--- config.mk ---
export PLATFORM = sky130hd
export DESIGN_NAME = spi_wb_cmd_sequencer_flat
export DESIGN_NICKNAME = d
export VERILOG_FILES = /design/src/rtl/spi_wb_cmd_sequencer_if.sv /design/src/rtl/spi_wb_cmd_sequencer.sv /design/src/flat_wrapper.sv
export SDC_FILE = /design/constraint.sdc
export NUM_CORES = 1
export LEC_CHECK = 0
export ABC_AREA = 1
export CAP_MARGIN = 20
export CORE_MARGIN = 2
export CORE_UTILIZATION = 45
export DETAILED_ROUTE_END_ITERATION = 6
export GPL_ROUTABILITY_DRIVEN = 0
export GPL_TIMING_DRIVEN = 0
export PLACE_DENSITY = 0.66
export SLEW_MARGIN = 10
export SYNTH_ARGS = -nofsm -noshare
export SYNTH_HDL_FRONTEND = slang
export SYNTH_SLANG_ARGS = --single-unit
--- constraint.sdc ---
create_clock -name CLK_I -period 2.6 [get_ports CLK_I]
set_clock_uncertainty 0.15 [all_clocks]
set_input_delay 0.52 -clock CLK_I [delete_from_list [all_inputs] [get_ports CLK_I]]
set_output_delay 0.52 -clock CLK_I [all_outputs]
set_load 0.1 [all_outputs]
--- src/rtl/spi_wb_cmd_sequencer_if.sv ---
// Bundle of the command/response handshake and the Wishbone master bus
// around spi_wb_cmd_sequencer. "master" is the sequencer's view, "slave"
// is the view of the surrounding logic and the Wishbone slave.
interface spi_wb_cmd_sequencer_if;
    // command side
    logic       cmd_valid;
    logic       cmd_ready;
    logic       cmd_we;
    logic [7:0] cmd_adr;
    logic [7:0] cmd_dat;
    // response side
    logic       rsp_valid;
    logic [7:0] rsp_dat;
    logic       rsp_err;
    logic       busy;
    // Wishbone classic master
    logic       CYC_O;
    logic       STB_O;
    logic       WE_O;
    logic [7:0] ADR_O;
    logic [7:0] DAT_O;
    logic [7:0] DAT_I;
    logic       ACK_I;
    logic       RTY_I;

    modport master (
        input  cmd_valid, cmd_we, cmd_adr, cmd_dat, DAT_I, ACK_I, RTY_I,
        output cmd_ready, rsp_valid, rsp_dat, rsp_err, busy,
               CYC_O, STB_O, WE_O, ADR_O, DAT_O
    );

    modport slave (
        output cmd_valid, cmd_we, cmd_adr, cmd_dat, DAT_I, ACK_I, RTY_I,
        input  cmd_ready, rsp_valid, rsp_dat, rsp_err, busy,
               CYC_O, STB_O, WE_O, ADR_O, DAT_O
    );
endinterface

--- src/rtl/spi_wb_cmd_sequencer.sv ---
// Wishbone master feeding the SPI master's Wishbone slave port. Commands are
// buffered in a small FIFO, each one becomes a classic Wishbone cycle with
// bounded RTY_I retry/backoff, and each produces exactly one response.
// Optional watchdog on the Wishbone cycle: define WB_TIMEOUT_EN.
module spi_wb_cmd_sequencer #(
    parameter int FIFO_DEPTH     = 4,
    parameter int MAX_RETRY      = 8,
    parameter int BACKOFF_CYCLES = 16,
    parameter int TIMEOUT_CYCLES = 255
) (
    input logic                    CLK_I,
    input logic                    RST_I,
    spi_wb_cmd_sequencer_if.master bus
);

    localparam int AW = $clog2(FIFO_DEPTH);

    if (FIFO_DEPTH < 2 || (FIFO_DEPTH & (FIFO_DEPTH - 1)) != 0)
        $error("FIFO_DEPTH must be a power of two >= 2");
    if (MAX_RETRY < 1 || MAX_RETRY > 255)
        $error("MAX_RETRY must be 1..255");
    if (BACKOFF_CYCLES < 1 || BACKOFF_CYCLES > 255)
        $error("BACKOFF_CYCLES must be 1..255");
    if (TIMEOUT_CYCLES < 1)
        $error("TIMEOUT_CYCLES must be >= 1");

    typedef enum logic [1:0] {IDLE, REQ, BACKOFF, RESP} state_t;

    state_t          state, state_d;
    logic [16:0]     fifo_mem [FIFO_DEPTH];
    logic [AW-1:0]   wr_ptr, rd_ptr;
    logic [AW:0]     count, count_d;
    logic            cmd_ready_q;
    logic            push, pop;
    logic            hold_we;
    logic [7:0]      hold_adr, hold_dat;
    logic [7:0]      retry_cnt;
    logic [7:0]      boff_cnt;
    logic            stb_q, stb_d;
    logic            rsp_valid_q;
    logic [7:0]      rsp_dat_q;
    logic            rsp_err_q;
    logic            ack_hit, rty_hit, rty_last, timeout_hit;

    // Terminations only count while the strobe is actually on the bus;
    // ACK_I beats RTY_I when both arrive together.
    assign push     = bus.cmd_valid & cmd_ready_q;
    assign ack_hit  = stb_q & bus.ACK_I;
    assign rty_hit  = stb_q & bus.RTY_I & ~bus.ACK_I;
    assign rty_last = rty_hit && (retry_cnt == 8'(MAX_RETRY - 1));

`ifdef WB_TIMEOUT_EN
    localparam int WW = $clog2(TIMEOUT_CYCLES + 1);
    logic [WW-1:0] wd_cnt;

    assign timeout_hit = stb_q && (wd_cnt == WW'(TIMEOUT_CYCLES - 1))
                         && !bus.ACK_I && !bus.RTY_I;

    // Watchdog: counts strobe-high clocks of the current attempt.
    always_ff @(posedge CLK_I or negedge RST_I) begin
        if (!RST_I)
            wd_cnt <= '0;
        else if (stb_q && state == REQ)
            wd_cnt <= wd_cnt + 1'b1;
        else
            wd_cnt <= '0;
    end
`else
    assign timeout_hit = 1'b0;
`endif

    // Occupancy after this clock's push/pop.
    always_comb begin
        count_d = count;
        if (push && !pop)
            count_d = count + 1'b1;
        else if (!push && pop)
            count_d = count - 1'b1;
    end

    // Next state; the strobe rises one clock after leaving IDLE, but
    // immediately when returning from BACKOFF so the gap is exact.
    always_comb begin
        state_d = state;
        pop     = 1'b0;
        case (state)
            IDLE: begin
                if (count != '0) begin
                    pop     = 1'b1;
                    state_d = REQ;
                end
            end
            REQ: begin
                if (ack_hit || rty_last || timeout_hit)
                    state_d = RESP;
                else if (rty_hit)
                    state_d = BACKOFF;
            end
            BACKOFF: begin
                if (boff_cnt == '0)
                    state_d = REQ;
            end
            RESP:    state_d = IDLE;
            default: state_d = IDLE;
        endcase
        stb_d = (state_d == REQ) && (state != IDLE);
    end

    // FIFO storage: data only, flushing is done through the pointers.
    always_ff @(posedge CLK_I) begin
        if (push)
            fifo_mem[wr_ptr] <= {bus.cmd_we, bus.cmd_adr, bus.cmd_dat};
    end

    // Control state, FIFO pointers, holding and response registers.
    always_ff @(posedge CLK_I or negedge RST_I) begin
        if (!RST_I) begin
            state       <= IDLE;
            wr_ptr      <= '0;
            rd_ptr      <= '0;
            count       <= '0;
            cmd_ready_q <= 1'b0;
            hold_we     <= 1'b0;
            hold_adr    <= '0;
            hold_dat    <= '0;
            retry_cnt   <= '0;
            boff_cnt    <= '0;
            stb_q       <= 1'b0;
            rsp_valid_q <= 1'b0;
            rsp_dat_q   <= '0;
            rsp_err_q   <= 1'b0;
        end else begin
            state       <= state_d;
            count       <= count_d;
            cmd_ready_q <= (count_d != (AW+1)'(FIFO_DEPTH));
            stb_q       <= stb_d;
            rsp_valid_q <= (state_d == RESP);
            if (push)
                wr_ptr <= wr_ptr + 1'b1;
            if (pop) begin
                {hold_we, hold_adr, hold_dat} <= fifo_mem[rd_ptr];
                rd_ptr    <= rd_ptr + 1'b1;
                retry_cnt <= '0;
            end
            if (rty_hit) begin
                retry_cnt <= retry_cnt + 1'b1;
                boff_cnt  <= 8'(BACKOFF_CYCLES - 1);
            end else if (state == BACKOFF && boff_cnt != '0) begin
                boff_cnt <= boff_cnt - 1'b1;
            end
            if (ack_hit) begin
                rsp_dat_q <= hold_we ? hold_dat : bus.DAT_I;
                rsp_err_q <= 1'b0;
            end else if (rty_last || timeout_hit) begin
                rsp_dat_q <= '0;
                rsp_err_q <= 1'b1;
            end
        end
    end

    assign bus.cmd_ready = cmd_ready_q;
    assign bus.rsp_valid = rsp_valid_q;
    assign bus.rsp_dat   = rsp_dat_q;
    assign bus.rsp_err   = rsp_err_q;
    assign bus.busy      = (count != '0) || (state != IDLE);
    assign bus.CYC_O     = stb_q;
    assign bus.STB_O     = stb_q;
    assign bus.WE_O      = hold_we;
    assign bus.ADR_O     = hold_adr;
    assign bus.DAT_O     = hold_dat;

endmodule

--- src/flat_wrapper.sv ---
// flat-port wrapper written by rule: the top's interface ports become plain ports
module spi_wb_cmd_sequencer_flat 
#(
    parameter int FIFO_DEPTH     = 4,
    parameter int MAX_RETRY      = 8,
    parameter int BACKOFF_CYCLES = 16,
    parameter int TIMEOUT_CYCLES = 255
)
  (CLK_I, RST_I, bus_cmd_valid, bus_cmd_we, bus_cmd_adr, bus_cmd_dat, bus_DAT_I, bus_ACK_I, bus_RTY_I, bus_cmd_ready, bus_rsp_valid, bus_rsp_dat, bus_rsp_err, bus_busy, bus_CYC_O, bus_STB_O, bus_WE_O, bus_ADR_O, bus_DAT_O);
  spi_wb_cmd_sequencer_if bus_i ();
  input logic CLK_I;
  input logic RST_I;
  input wire logic [$bits(bus_i.cmd_valid)-1:0] bus_cmd_valid;
  input wire logic [$bits(bus_i.cmd_we)-1:0] bus_cmd_we;
  input wire logic [$bits(bus_i.cmd_adr)-1:0] bus_cmd_adr;
  input wire logic [$bits(bus_i.cmd_dat)-1:0] bus_cmd_dat;
  input wire logic [$bits(bus_i.DAT_I)-1:0] bus_DAT_I;
  input wire logic [$bits(bus_i.ACK_I)-1:0] bus_ACK_I;
  input wire logic [$bits(bus_i.RTY_I)-1:0] bus_RTY_I;
  output wire logic [$bits(bus_i.cmd_ready)-1:0] bus_cmd_ready;
  output wire logic [$bits(bus_i.rsp_valid)-1:0] bus_rsp_valid;
  output wire logic [$bits(bus_i.rsp_dat)-1:0] bus_rsp_dat;
  output wire logic [$bits(bus_i.rsp_err)-1:0] bus_rsp_err;
  output wire logic [$bits(bus_i.busy)-1:0] bus_busy;
  output wire logic [$bits(bus_i.CYC_O)-1:0] bus_CYC_O;
  output wire logic [$bits(bus_i.STB_O)-1:0] bus_STB_O;
  output wire logic [$bits(bus_i.WE_O)-1:0] bus_WE_O;
  output wire logic [$bits(bus_i.ADR_O)-1:0] bus_ADR_O;
  output wire logic [$bits(bus_i.DAT_O)-1:0] bus_DAT_O;
  assign bus_i.cmd_valid = bus_cmd_valid;
  assign bus_i.cmd_we = bus_cmd_we;
  assign bus_i.cmd_adr = bus_cmd_adr;
  assign bus_i.cmd_dat = bus_cmd_dat;
  assign bus_i.DAT_I = bus_DAT_I;
  assign bus_i.ACK_I = bus_ACK_I;
  assign bus_i.RTY_I = bus_RTY_I;
  assign bus_cmd_ready = bus_i.cmd_ready;
  assign bus_rsp_valid = bus_i.rsp_valid;
  assign bus_rsp_dat = bus_i.rsp_dat;
  assign bus_rsp_err = bus_i.rsp_err;
  assign bus_busy = bus_i.busy;
  assign bus_CYC_O = bus_i.CYC_O;
  assign bus_STB_O = bus_i.STB_O;
  assign bus_WE_O = bus_i.WE_O;
  assign bus_ADR_O = bus_i.ADR_O;
  assign bus_DAT_O = bus_i.DAT_O;
  spi_wb_cmd_sequencer #(.FIFO_DEPTH(FIFO_DEPTH), .MAX_RETRY(MAX_RETRY), .BACKOFF_CYCLES(BACKOFF_CYCLES), .TIMEOUT_CYCLES(TIMEOUT_CYCLES)) u_core (.CLK_I(CLK_I), .RST_I(RST_I), .bus(bus_i));
endmodule
Word level (Yosys, flattened, before mapping)
Memory sizes are Yosys's and may differ from the RTL's. A register that Yosys moved wholly into a read port is not among the register bits.
Cells that the tools add are included.
{"block": "classes", "n_reduce_logical": 18, "add_sub_neg": 6, "bitwise": 5, "n_eq_ne": 7, "mux": 20}
{"operator": "$mux W8", "count": 7}
{"operator": "$add A8 B1 Y8 const B", "count": 1}
{"operator": "$eq A8 B3 Y1 const B", "count": 1}
{"operator": "$logic_not A8 Y1", "count": 1}
{"operator": "$mux W2", "count": 4}
{"operator": "$pmux W2 S4", "count": 1}
{"operator": "$reduce_bool A2 Y1", "count": 4}
{"operator": "$reduce_bool A8 Y1", "count": 1}
{"operator": "$sub A8 B1 Y8 const B", "count": 1}
{"operator": "$eq A2 B2 Y1 const B", "count": 3}
{"operator": "$mux W1", "count": 6}
{"operator": "$mux W3", "count": 2}
{"operator": "$logic_and A1 B1 Y1", "count": 5}
{"operator": "$add A2 B1 Y2 const B", "count": 2}
{"operator": "$and A1 B1 Y1", "count": 4}
{"operator": "$eq A2 B1 Y1 const B", "count": 2}
{"operator": "$add A3 B1 Y3 const B", "count": 1}
{"operator": "$logic_not A1 Y1", "count": 3}
{"operator": "$ne A3 B3 Y1 const B", "count": 1}
{"operator": "$reduce_bool A3 Y1", "count": 1}
{"operator": "$sub A3 B1 Y3 const B", "count": 1}
{"operator": "$logic_not A2 Y1", "count": 1}
{"operator": "$logic_or A1 B1 Y1", "count": 2}
{"operator": "$not A1 Y1", "count": 1}
{"block": "totals", "output_inout_bits": 31, "word_cells": 68, "mem_bits_rw": 68, "in_bits": 30, "mem_count": 1, "regBits": 37}
{"memory": "u_core.fifo_mem", "words": 4, "width": 17, "read_ports": 1, "rd_clocked_by_memory_dff": 1, "write_ports": 1, "line_no": "spi_wb_cmd_sequencer.sv:30", "rtl": "logic [16:0] fifo_mem [FIFO_DEPTH];"}

Logic depth before layout (Yosys ltp)
{"block": "depth", "word_depth": 8, "ltp_mapped": 10, "ltp_nobuf": 10}

Worst setup path after synthesis
Ideal clock, no wire load.
{"block": "synth_timing", "kind": "register to register", "start": "register u_core.cmd_ready_q, in the netlist u_core.bus.cmd_ready", "end": "memory u_core.fifo_mem[0][0] (enable)", "arrival_ns": 2.066, "stages_incl_launch_ff": 3, "setup_slack_ns": -0.007, "setup_time_ns": 0.391, "period_less_slack_ns": 2.607, "cell_sequence": "dfrtp_1 nand2_1 nor2_1"}
{"block": "synth_via", "elab_chain_len": 3}
{"item": "from (decl)", "line_no": "spi_wb_cmd_sequencer.sv:33", "rtl": "logic cmd_ready_q;"}
{"item": "from (signal assigned)", "line_no": "spi_wb_cmd_sequencer.sv:135", "rtl": "cmd_ready_q <= (count_d != (AW+1)'(FIFO_DEPTH));"}
{"item": "$and A1 B1 Y1", "line_no": "spi_wb_cmd_sequencer.sv:47", "rtl": "assign push = bus.cmd_valid & cmd_ready_q;"}
{"item": "$mux W1", "line_no": "spi_wb_cmd_sequencer.sv:111", "rtl": "if (push)"}
{"item": "$mux W1 (implied by the code)", "line_no": "spi_wb_cmd_sequencer.sv:112", "rtl": "fifo_mem[wr_ptr] <= {bus.cmd_we, bus.cmd_adr, bus.cmd_dat};"}
{"item": "to (decl)", "line_no": "spi_wb_cmd_sequencer.sv:30"}
Every way passes these cells.

Worst setup path in the final report
{"block": "layout_timing", "start": "register u_core.hold_dat[0], in the netlist u_core.bus.DAT_O[0], read port of u_core.fifo_mem", "end": "output port bus_DAT_O[0]"}
{"item": "from (decl)", "line_no": "spi_wb_cmd_sequencer.sv:36", "rtl": "logic [7:0] hold_adr, hold_dat;"}
{"item": "to (decl)", "line_no": "flat_wrapper.sv:29", "rtl": "output wire logic [$bits(bus_i.DAT_O)-1:0] bus_DAT_O;"}
No word-level cell between the ends.

==> flow_summary.ini <==
[grt]
grt_pass1_vias = 3884
antenna_found_initial = 0
grt_max_degree = 55
overflow = 0
grt_usage_pct = 19.3
grt_pass1_wl_mm = 18.9

[synth]
synth_area_leaders = edfxtp_1 (39%), dfrtp_1 (26%), o21ai_0 (6.1%)
netlist_area_um2 = 5240
synth_edf_count = 68
synth_cell_type_count = 28
yosysMostFrequentCell = nor2_1
synthTopCellsByCount = nor2_1 (81), nand2_1 (78), edfxtp_1 (68)
ys_warn_count = 0
synth_async_sr_flop_share_pct = 44.3
synth_xor_area_share_pct = 0.334
synth_top_area_cell = edfxtp_1
syn_inst = 507
synth_compound_area_share_pct = 9.53
synth_top_area_share_pct = 39.0
synth_flop_cell = edfxtp_1
synthSimpleGateAreaFrac_pct = 17.7
ys_seq_elements = 122
avgSynthCellArea_um2 = 10.3
synth_mux_area_share_pct = 0
synth_fa_ha_area_share_pct = 2.15
synth_top_family_by_area = simple AND/OR/NAND/NOR gates
ys_seq_area_share_pct = 64.8
synth_nets = 546

[worst_setup_path]
critPathTopFamily = buffers and inverters
crit_path_start_kind = flip-flop
path_buf_inv = 1
r2r-start = u_core.bus.cmd_ready$_DFF_PN0_
slowest_stage = clkdlybuf4s50_1
rr_worst_depth = 3
cp-startpoint = u_core.bus.DAT_O[0]$_DFFE_PN0P_
cp.depth = 1
r2r_slack_ns = 0.77
cp-endpoint = bus_DAT_O[0]
critical_path.max_fanout = 2
cp_cell_sequence = clkdlybuf4s50_1
endpoint_kind = primary output
crit_type = flip-flop to primary output
required_ns = 1.93
crit_arrival_ns = 1.91
r2r_end = u_core.fifo_mem[3][2]$_DFFE_PP_
slowest_delay_ns = 1.15

[floorplan]
die_y_um = 112
io_pins = 61
rows = 39
core_area_um2 = 11400
die_x_um = 112
initial_core_util_pct = 46.1
die-area_um2 = 12500

[clock_tree]
clkTransAtPathRegs_ns = 0.06
ctsRootBufferMaster = clkbuf_16
clock_latency_ns = 0.41
cts_buffer_depth = 2
cts_hold_buffers = 0
cts_setup_buffers = 0
cts_tree = done
clock-sinks = 122
post_cts_resized = 12
numCtsBuffers = 17
htree_levels = 4

[detailed_routing]
routedWlPerCell_um = 15.3
first_iter_violations = 263
via_per_inst = 5.17
drc = 0
ant_nets = 0
drt-total-wl_mm = 11.4
vias = 3859
firstDrtPassIters = 4

[sta]
hold_violations = 0
fin_setup_tns_ns = 0
period_needed_ns = 2.58
worstMarginPinSlew_ns = 0.988
fin_crit_sh_pct = 99.1
rsz0062_at_grt = false
setup_slack_ns = 0.0226
fmax_ghz = 0.388
setup_viol = 0
relSlewSlack_pct = 34.0
slew_violations = 0
hold_ws_ns = 0.00505

[pwr]
p_leak_nw = 2.94
vdd_drop_max_mv = 1.08
p_per_area_nw_per_um2 = 1400

[hold_path]
hp-class = primary input to async pin

[placed_design]
hpwlAfterDp_mm = 7.58
dp_slack_ns = -0.143
portBuffers = 60

[job]
drv_cap = 0

[layout]
antenna_cells = 0
regArea_um2 = 3390
nFillCells = 932
drive_above_1_share_pct = 11.8
num-nets-final = 629
area_growth_pct = 28.1
multi_input_area_um2 = 1570

[outcome]
status = complete, no violations
-- cell families (layout without fill, tap and decap cells) --
kind of cell    count (synthesis)  count (layout)
simple gates                  213             213
flops                         122             122
compound gates                 94              94
buf+inv                        67             163
fa+ha+maj                       9               9
xor+xnor                        2               2
-- worst min-delay path by stage --
stage / startpoint / to / slack (ns) / cells past startpoint
after floorplan: RST_I / u_core.boff_cnt[0]$_DFFE_PN0P_ / 0.07 / 0
after global placement: u_core.bus.rsp_err$_DFFE_PN0N_ / u_core.bus.rsp_err$_DFFE_PN0N_ / 0.32 / 2
after detailed placement: u_core.bus.rsp_err$_DFFE_PN0N_ / u_core.bus.rsp_err$_DFFE_PN0N_ / 0.32 / 2
after CTS: RST_I / u_core.bus.rsp_dat[2]$_DFFE_PN0N_ / 0.04 / 1
after global routing: RST_I / u_core.bus.rsp_dat[1]$_DFFE_PN0N_ / 0.06 / 1
final: RST_I / u_core.bus.rsp_dat[2]$_DFFE_PN0N_ / 0.005 / 1
-- sequential cells by signal, summed over array words and instances, names as in the netlist --
register / count
u_core.bus.rsp_valid: 1
u_core.retry_cnt: 8
u_core.fifo_mem: 68
u_core.bus.ADR_O: 8
u_core.state: 2
u_core.bus.WE_O: 1
u_core.bus.rsp_dat: 8
u_core.boff_cnt: 8
u_core.bus.CYC_O: 1
u_core.count: 3
u_core.wr_ptr: 2
u_core.bus.DAT_O: 8
u_core.bus.rsp_err: 1
u_core.bus.cmd_ready: 1
u_core.rd_ptr: 2
-- area by class of cell --
| class | instances | share of cell area [%] |
|---|---|---|
| Clock buffer | 18 | 6.39 |
| Buffer | 19 | 1.57 |
| Inverter | 48 | 2.72 |
| Tap cell | 143 | 2.66 |
| Clock inverter | 14 | 2.53 |
| Multi-Input combinational cell | 318 | 23.4 |
| Timing Repair Buffer | 64 | 10.2 |
| Sequential cell | 122 | 50.5 |
-- where the power goes --
group	internal [mW]	switching [mW]
sequential	2.60	0.265
combinational	1.05	3.14
clock	1.51	0.864
-- metal layers --
layer | vias to the layer above | GRT usage (%) | share of wire (%)
met1 | 1851 | 24.9 | 44
met4 | 0 | 7.49 | 1.2
met2 | 116 | 31.2 | 49
met5 | - | 0 | 0
met3 | 15 | 5.44 | 4.9
li1 | 1877 | - | -
-- through the flow --
| stage | total power [mW] | util (%) | std cells | cell area [um^2] |
|---|---|---|---|---|
| CTS | 9.49 | 58.7 | 746 | 6680 |
| global route | 9.90 | 59.1 | 746 | 6710 |
| detailed placement | 7.13 | 53.5 | 714 | 6090 |
| finish | 9.42 | 59.1 | 746 | 6710 |
| global placement | 7.00 | 52.9 | 710 | 6020 |
| floorplan | 5.97 | - | 507 | 5240 |
-- cells in the final DEF (no fill, tap or decap), types with 3 or more instances in the layout --
| master | count |
|---|---|
| a21oi_1 | 9 |
| a31oi_1 | 8 |
| buf_2 | 10 |
| buf_4 | 5 |
| buf_8 | 4 |
| bufinv_16 | 3 |
| clkbuf_1 | 6 |
| clkbuf_16 | 17 |
| clkdlybuf4s50_1 | 33 |
| clkinvlp_4 | 3 |
| dfrtp_1 | 54 |
| dlygate4sd2_1 | 8 |
| dlymetal6s2s_1 | 17 |
| edfxtp_1 | 68 |
| ha_1 | 9 |
| inv_1 | 45 |
| inv_6 | 3 |
| nand2_1 | 78 |
| nand2_2 | 4 |
| nand3_1 | 32 |
| nand4_1 | 6 |
| nor2_1 | 77 |
| nor2_2 | 5 |
| nor2_4 | 6 |
| nor3_1 | 3 |
| o21ai_0 | 64 |
| o22ai_1 | 9 |
(Power assumes the default switching activity.)
